--- src/rtl/stack_pointer_pkg.sv ---
// stack_pointer_pkg: shared defaults and direction encodings for the stack pointer
package stack_pointer_pkg;
   localparam int SP_WIDTH = 16;
   localparam int SP_RESET_VALUE = 0;
   localparam logic DIR_PUSH = 1'b1;
   localparam logic DIR_POP = 1'b0;
endpackage

--- src/rtl/stack_pointer_step.sv ---
// stack_pointer_step: combinational +/- STEP with carry (push) or borrow (pop) out
module stack_pointer_step import stack_pointer_pkg::*; #(
   parameter int WIDTH = SP_WIDTH,
   parameter int STEP = 1
) (
   input  logic [WIDTH-1:0] q,
   input  logic             d,
   output logic [WIDTH-1:0] nxt,
   output logic             cb
);
   localparam logic [WIDTH:0] S = (WIDTH+1)'(STEP);
   // extra top bit is the carry on push and the borrow on pop
   assign {cb, nxt} = (d == DIR_PUSH) ? {1'b0, q} + S : {1'b0, q} - S;
endmodule

--- src/rtl/stack_pointer.sv ---
// stack_pointer: up/down pointer register; STACK_POINTER_BOUNDS_EN adds sticky ovf/udf with saturation
module stack_pointer import stack_pointer_pkg::*; #(
   parameter int WIDTH = SP_WIDTH,
   parameter int STEP = 1,
   parameter logic [WIDTH-1:0] RESET_VALUE = WIDTH'(SP_RESET_VALUE)
) (
   input  logic             clk,
   input  logic             rst,
   input  logic             d,
   input  logic             en,
   output logic [WIDTH-1:0] q
`ifdef STACK_POINTER_BOUNDS_EN
   ,
   output logic             ovf,
   output logic             udf
`endif
);
   logic [WIDTH-1:0] nxt;
   logic             cb;
   stack_pointer_step #(.WIDTH(WIDTH), .STEP(STEP)) u_step (.q(q), .d(d), .nxt(nxt), .cb(cb));
`ifdef STACK_POINTER_BOUNDS_EN
   logic [WIDTH-1:0] sat;
   // out of range saturates toward the direction of travel: all ones on push, zero on pop
   assign sat = cb ? {WIDTH{d}} : nxt;
   always_ff @(posedge clk) begin
      if (rst) begin
         q   <= RESET_VALUE;
         ovf <= 1'b0;
         udf <= 1'b0;
      end else if (en) begin
         q   <= sat;
         ovf <= ovf | (cb & (d == DIR_PUSH));
         udf <= udf | (cb & (d == DIR_POP));
      end
   end
`else
   logic unused_cb;
   assign unused_cb = cb;
   always_ff @(posedge clk)
      if (rst) q <= RESET_VALUE;
      else if (en) q <= nxt;
`endif
endmodule

--- config.mk ---
export PLATFORM = sky130hd
export DESIGN_NAME = stack_pointer
export DESIGN_NICKNAME = d
export VERILOG_FILES = /design/src/rtl/stack_pointer_pkg.sv /design/src/rtl/stack_pointer_step.sv /design/src/rtl/stack_pointer.sv
export SDC_FILE = /design/constraint.sdc
export NUM_CORES = 1
export LEC_CHECK = 0
export BUFFER_PORTS_ARGS = -buffer_cell sky130_fd_sc_hd__buf_4
export CAP_MARGIN = 10
export CORE_AREA = 3 3 41 70
export CTS_BUF_LIST = sky130_fd_sc_hd__clkbuf_16
export DETAILED_ROUTE_END_ITERATION = 8
export DIE_AREA = 0 0 44 73
export PLACE_DENSITY = 0.79
export SETUP_SLACK_MARGIN = 0.05
export SLEW_MARGIN = 30
export SYNTH_ARGS = -nofsm -noshare
export SYNTH_HDL_FRONTEND = slang
export SYNTH_SLANG_ARGS = --single-unit
--- constraint.sdc ---
create_clock -name clk -period 3.9 [get_ports clk]
set_input_delay 0.78 -clock clk [delete_from_list [all_inputs] [get_ports clk]]
set_output_delay 0.78 -clock clk [all_outputs]
set_load 0.02 [all_outputs]
* Word-level counts from Yosys, hierarchy flattened
Cells that the tools add are included. Widths: inputs -> output; s select.
Operators by class: add/subtract/negate cells 2, muxes and demuxes 1
Operators with widths (number):
- $add 16x1->16 const B | 1
- $mux 16 | 1
- $sub 16x1->16 const B | 1
Word-level totals: flip-flop bits (word level) 16, output and inout bits 16

* Logic depth before layout (Yosys ltp)
depth in word-level cells 2, mapped depth 8, mapped depth without buffers 7

* Modules after synthesis
A second synthesis with hierarchy kept.
Second synthesis, totals: cells, all modules 160, area, all modules 1342.5 um^2
By module, submodules not included:
- stack_pointer_step | times used 1, cells an instance 108, area each 762.0 um^2, seq. area each 0.0 um^2
- stack_pointer | times used 1, cells an instance 52, area each 580.6 um^2, seq. area each 320.3 um^2

* Worst setup path after synthesis
OpenSTA, ideal clock, no wires.
kind input -> register, from input d, to register q[10], library setup time 0.117 ns, data arrival time 2.510 ns, required time 3.783 ns, setup slack 1.272 ns, stages on the path 7, path buffers 0, path through inv_1 -> ha_1 -> nor2b_1 -> o31ai_2 -> a211oi_1 -> or3_1 -> a32o_1
Between the ends: cells in the longest elaborated chain, start to end 1
Ends and longest elaborated chain:
- start, declared | RTL line stack_pointer.sv:9 | input logic d,
- $mux 16 | RTL line stack_pointer_step.sv:13 | assign {cb, nxt} = (d == DIR_PUSH) ? {1'b0, q} + S : {1'b0, q} - S;
- end signal, assigned | RTL line stack_pointer.sv:41 | else if (en) q <= nxt;
- end, declared | RTL line stack_pointer.sv:11 | output logic [WIDTH-1:0] q
No other way between the ends. A chain may end at the register's enable or synchronous reset.

* Final worst setup path
Same ends and word-level chain as after synthesis.

==> results.toml <==
[finish]
top_regs = "q: 16 flops"
largest_reg_flops = 16
fin_nets = 208
top_register = "q"
drive_gt1_share_pct = 13.8
fill_cells = 209
diodes = 0
synthToLayoutAreaGrowth_pct = 15.9
finish.utilization_pct = 67.7

[yosys]
netlist_area_um2 = 1380
yosysWarnings = 0
synth_ff_type = "dfxtp_1"
avgSynthCellArea_um2 = 8.06
seq_area_frac_synth_pct = 23.2
synth_edf_count = 0
ys_ff_latch = 16
syn_inst = 171
synthArstFlopShare_pct = 0
syn_nets = 190
netlist-cell-type-count = 49

[die]
dieArea_um2 = 3210
row_count = 23
coreArea_um2 = 2360
initial_utilization_pct = 58.4
die_h_um = 73
die_x_um = 44
num_io_pins = 20

[sta]
tightest_slew_ns = 0.559
fin_ws_ns = 1.07
finalSetupViolCount = 0
finClkSkew_ns = 0.00437
slew_headroom_pct = 62.7
rsz0062_at_grt = "false"
fin_crit_sh_pct = 72.6
drv_slew = 0
max_freq_ghz = 0.353
hold_viol = 0
tns_ns = 0
period_needed_ns = 2.83

[route]
dr.first_iter.drc_count = 54
met3_length_um = 161
detail-route-antenna-nets = 0
dr.max_layer_used = "met4"
wirelength_um = 3600
wl_per_cell_um = 16.9
via_count = 1433
routed_via_density = 6.73
wl_met2_um = 1930
drc = 0
drt_pass1_iterations = 4
m1WireLength_um = 1400

[grt]
grt_pass1_vias = 1364
antenna_found_initial = 0
grt_use_total_pct = 24.4
grt_first_pass_wirelength_um = 6150
overflow = 0
grt_max_degree = 18

[pwr]
pwr_density_cell_nw_per_um2 = 458
vdd_drop_max_mv = 0.311
p_leak_uw = 0.000708

[worst_setup_path]
start_kind = "input port"
crit_path_end_kind = "register"
path_cells = "buf_4 > inv_1 > ha_1 > nor2b_1 > o31ai_2 > a211oi_1 > or3_1 > a32o_1"
crit_buf_inv = 2
worstPathMaxFanout = 16
cpPeakStageDelay_ns = 0.42
critPathSlowestCell = "inv_1"
required_ns = 4.04
cp.arrival_ns = 2.97
crit_type = "input port to register"
critPathTopFamily = "compound AO/OA/AOI/OAI gates"

[clocking]
cts_tree = "done"
cts_inserted_buffers = 3
cts_hold_buf = 0
clock-sinks = 16
cts_buffer_depth = 2
cts_root_buffer = "clkbuf_16"
cts_resized = 0
postCtsSetupBuffers = 0
clk_latency_ns = 0.25
cts.clk_slew.worst_paths_ns = 0.05
cts_max_level = 1

[placement]
dpl.hpwl_um = 2790
io_buffers = 19
gp_congestion = 0.985
dp_slack_ns = 0.835

[run]
drv_cap = 0

[outcome]
run_status = "finished, final reports clean"

[worst_hold_path]
min_path_type = "register to register"
[cell usage after synthesis (2+ instances only)]
cell / number / area share, %
and3_1: 4 / 1.8
nor2b_1: 5 / 2.3
and4_1: 2 / 1.3
nand4_1: 3 / 1.4
nor3_1: 5 / 1.8
nand3_1: 5 / 1.8
o21a_1: 4 / 2.2
o31ai_1: 2 / 1.1
inv_1: 8 / 2.2
a311o_1: 2 / 1.5
a21oi_1: 10 / 3.6
ha_1: 14 / 13
a211o_1: 2 / 1.3
or4_1: 2 / 1.1
dfxtp_1: 16 / 23
nand2_1: 14 / 3.8
a21o_1: 7 / 3.8
or3_1: 2 / 0.91
clkbuf_1: 3 / 0.82
a211oi_1: 7 / 3.8
a31oi_1: 3 / 1.4
o211ai_1: 3 / 1.6
xnor2_1: 3 / 1.9
o21ai_0: 8 / 2.9
nor3b_1: 2 / 1.1
nor2_1: 12 / 3.3
[stage by stage]
stage                     hold WS, ns  area, um2  cells  power (uW)
after global routing            0.518       1600    213         774
after CTS                       0.497       1600    213         732
final                           0.492       1600    213         732
after detailed placement        0.490       1520    209         525
after floorplan                 0.546       1380    171         440
after global placement          0.475       1520    209         518
[worst paths after layout]
path / from / endpoint / slack, ns / depth (start not counted)
setup / recovery: d / q[10] / 1.07 / 8
hold / removal: q[11] / q[11] / 0.49 / 2
setup reg to reg: q[0] / q[10] / 1.68 / 7
hold reg to reg: q[11] / q[11] / 0.49 / 2
[layout by cell type, fill, tap and decap left out, types with 4 or more instances in the layout]
cell type / instances
buf_4: 19
dfxtp_1: 16
nand2_1: 14
ha_1: 14
nor2_1: 12
a21oi_1: 10
inv_1: 8
o21ai_0: 8
a21o_1: 7
a211oi_1: 7
nor2b_1: 5
nor3_1: 5
nand3_1: 5
o21a_1: 4
and3_1: 4
[worst register-to-register path, cell delays in order (launching register included)]
cell and delay (ns):
dfxtp_1 0.40, inv_1 0.08, fa_1 0.42, nor2b_1 0.24, o31ai_2 0.13, a211oi_1 0.42
o21ai_0 0.15, a32o_1 0.27
[report_power, final]
part	internal (uW)	switching [uW]
sequential	189	22.9
combinational	131	182
clock	136	70.9
[cell type report]
| class | instances | area, um2 | area share, % |
|---|---|---|---|
| sequential | 16 | 320 | 20.0 |
| multi-input combinational | 141 | 995 | 62.3 |
| clock inverter | 1 | 3.75 | 0.235 |
| timing repair buffer | 19 | 143 | 8.93 |
| clock buffer | 3 | 75.1 | 4.70 |
| inverter | 8 | 30.0 | 1.88 |
| tap | 25 | 31.3 | 1.96 |
[cells by family (layout without fill, tap and decap cells)]
| logic type | Yosys count | in the layout | share of synthesized area (%) |
|---|---|---|---|
| multiplexers | 1 | 1 | 0.726 |
| AND/OR/NAND/NOR | 58 | 58 | 21.4 |
| adder cells (fa/ha/maj) | 15 | 15 | 14.2 |
| AO/OA/AOI/OAI | 64 | 64 | 33.9 |
| XOR/XNOR | 3 | 3 | 1.91 |
| buffers and inverters | 14 | 31 | 4.63 |
| flip-flops | 16 | 16 | 23.2 |
[metal layers]
metal	vias to the layer above	track usage (%)
li1	703	-
met1	675	26.9
met2	45	45.0
met3	10	3.21
met4	0	9.40
met5	-	0
Note: power is estimated with default switching activity, not from simulation.
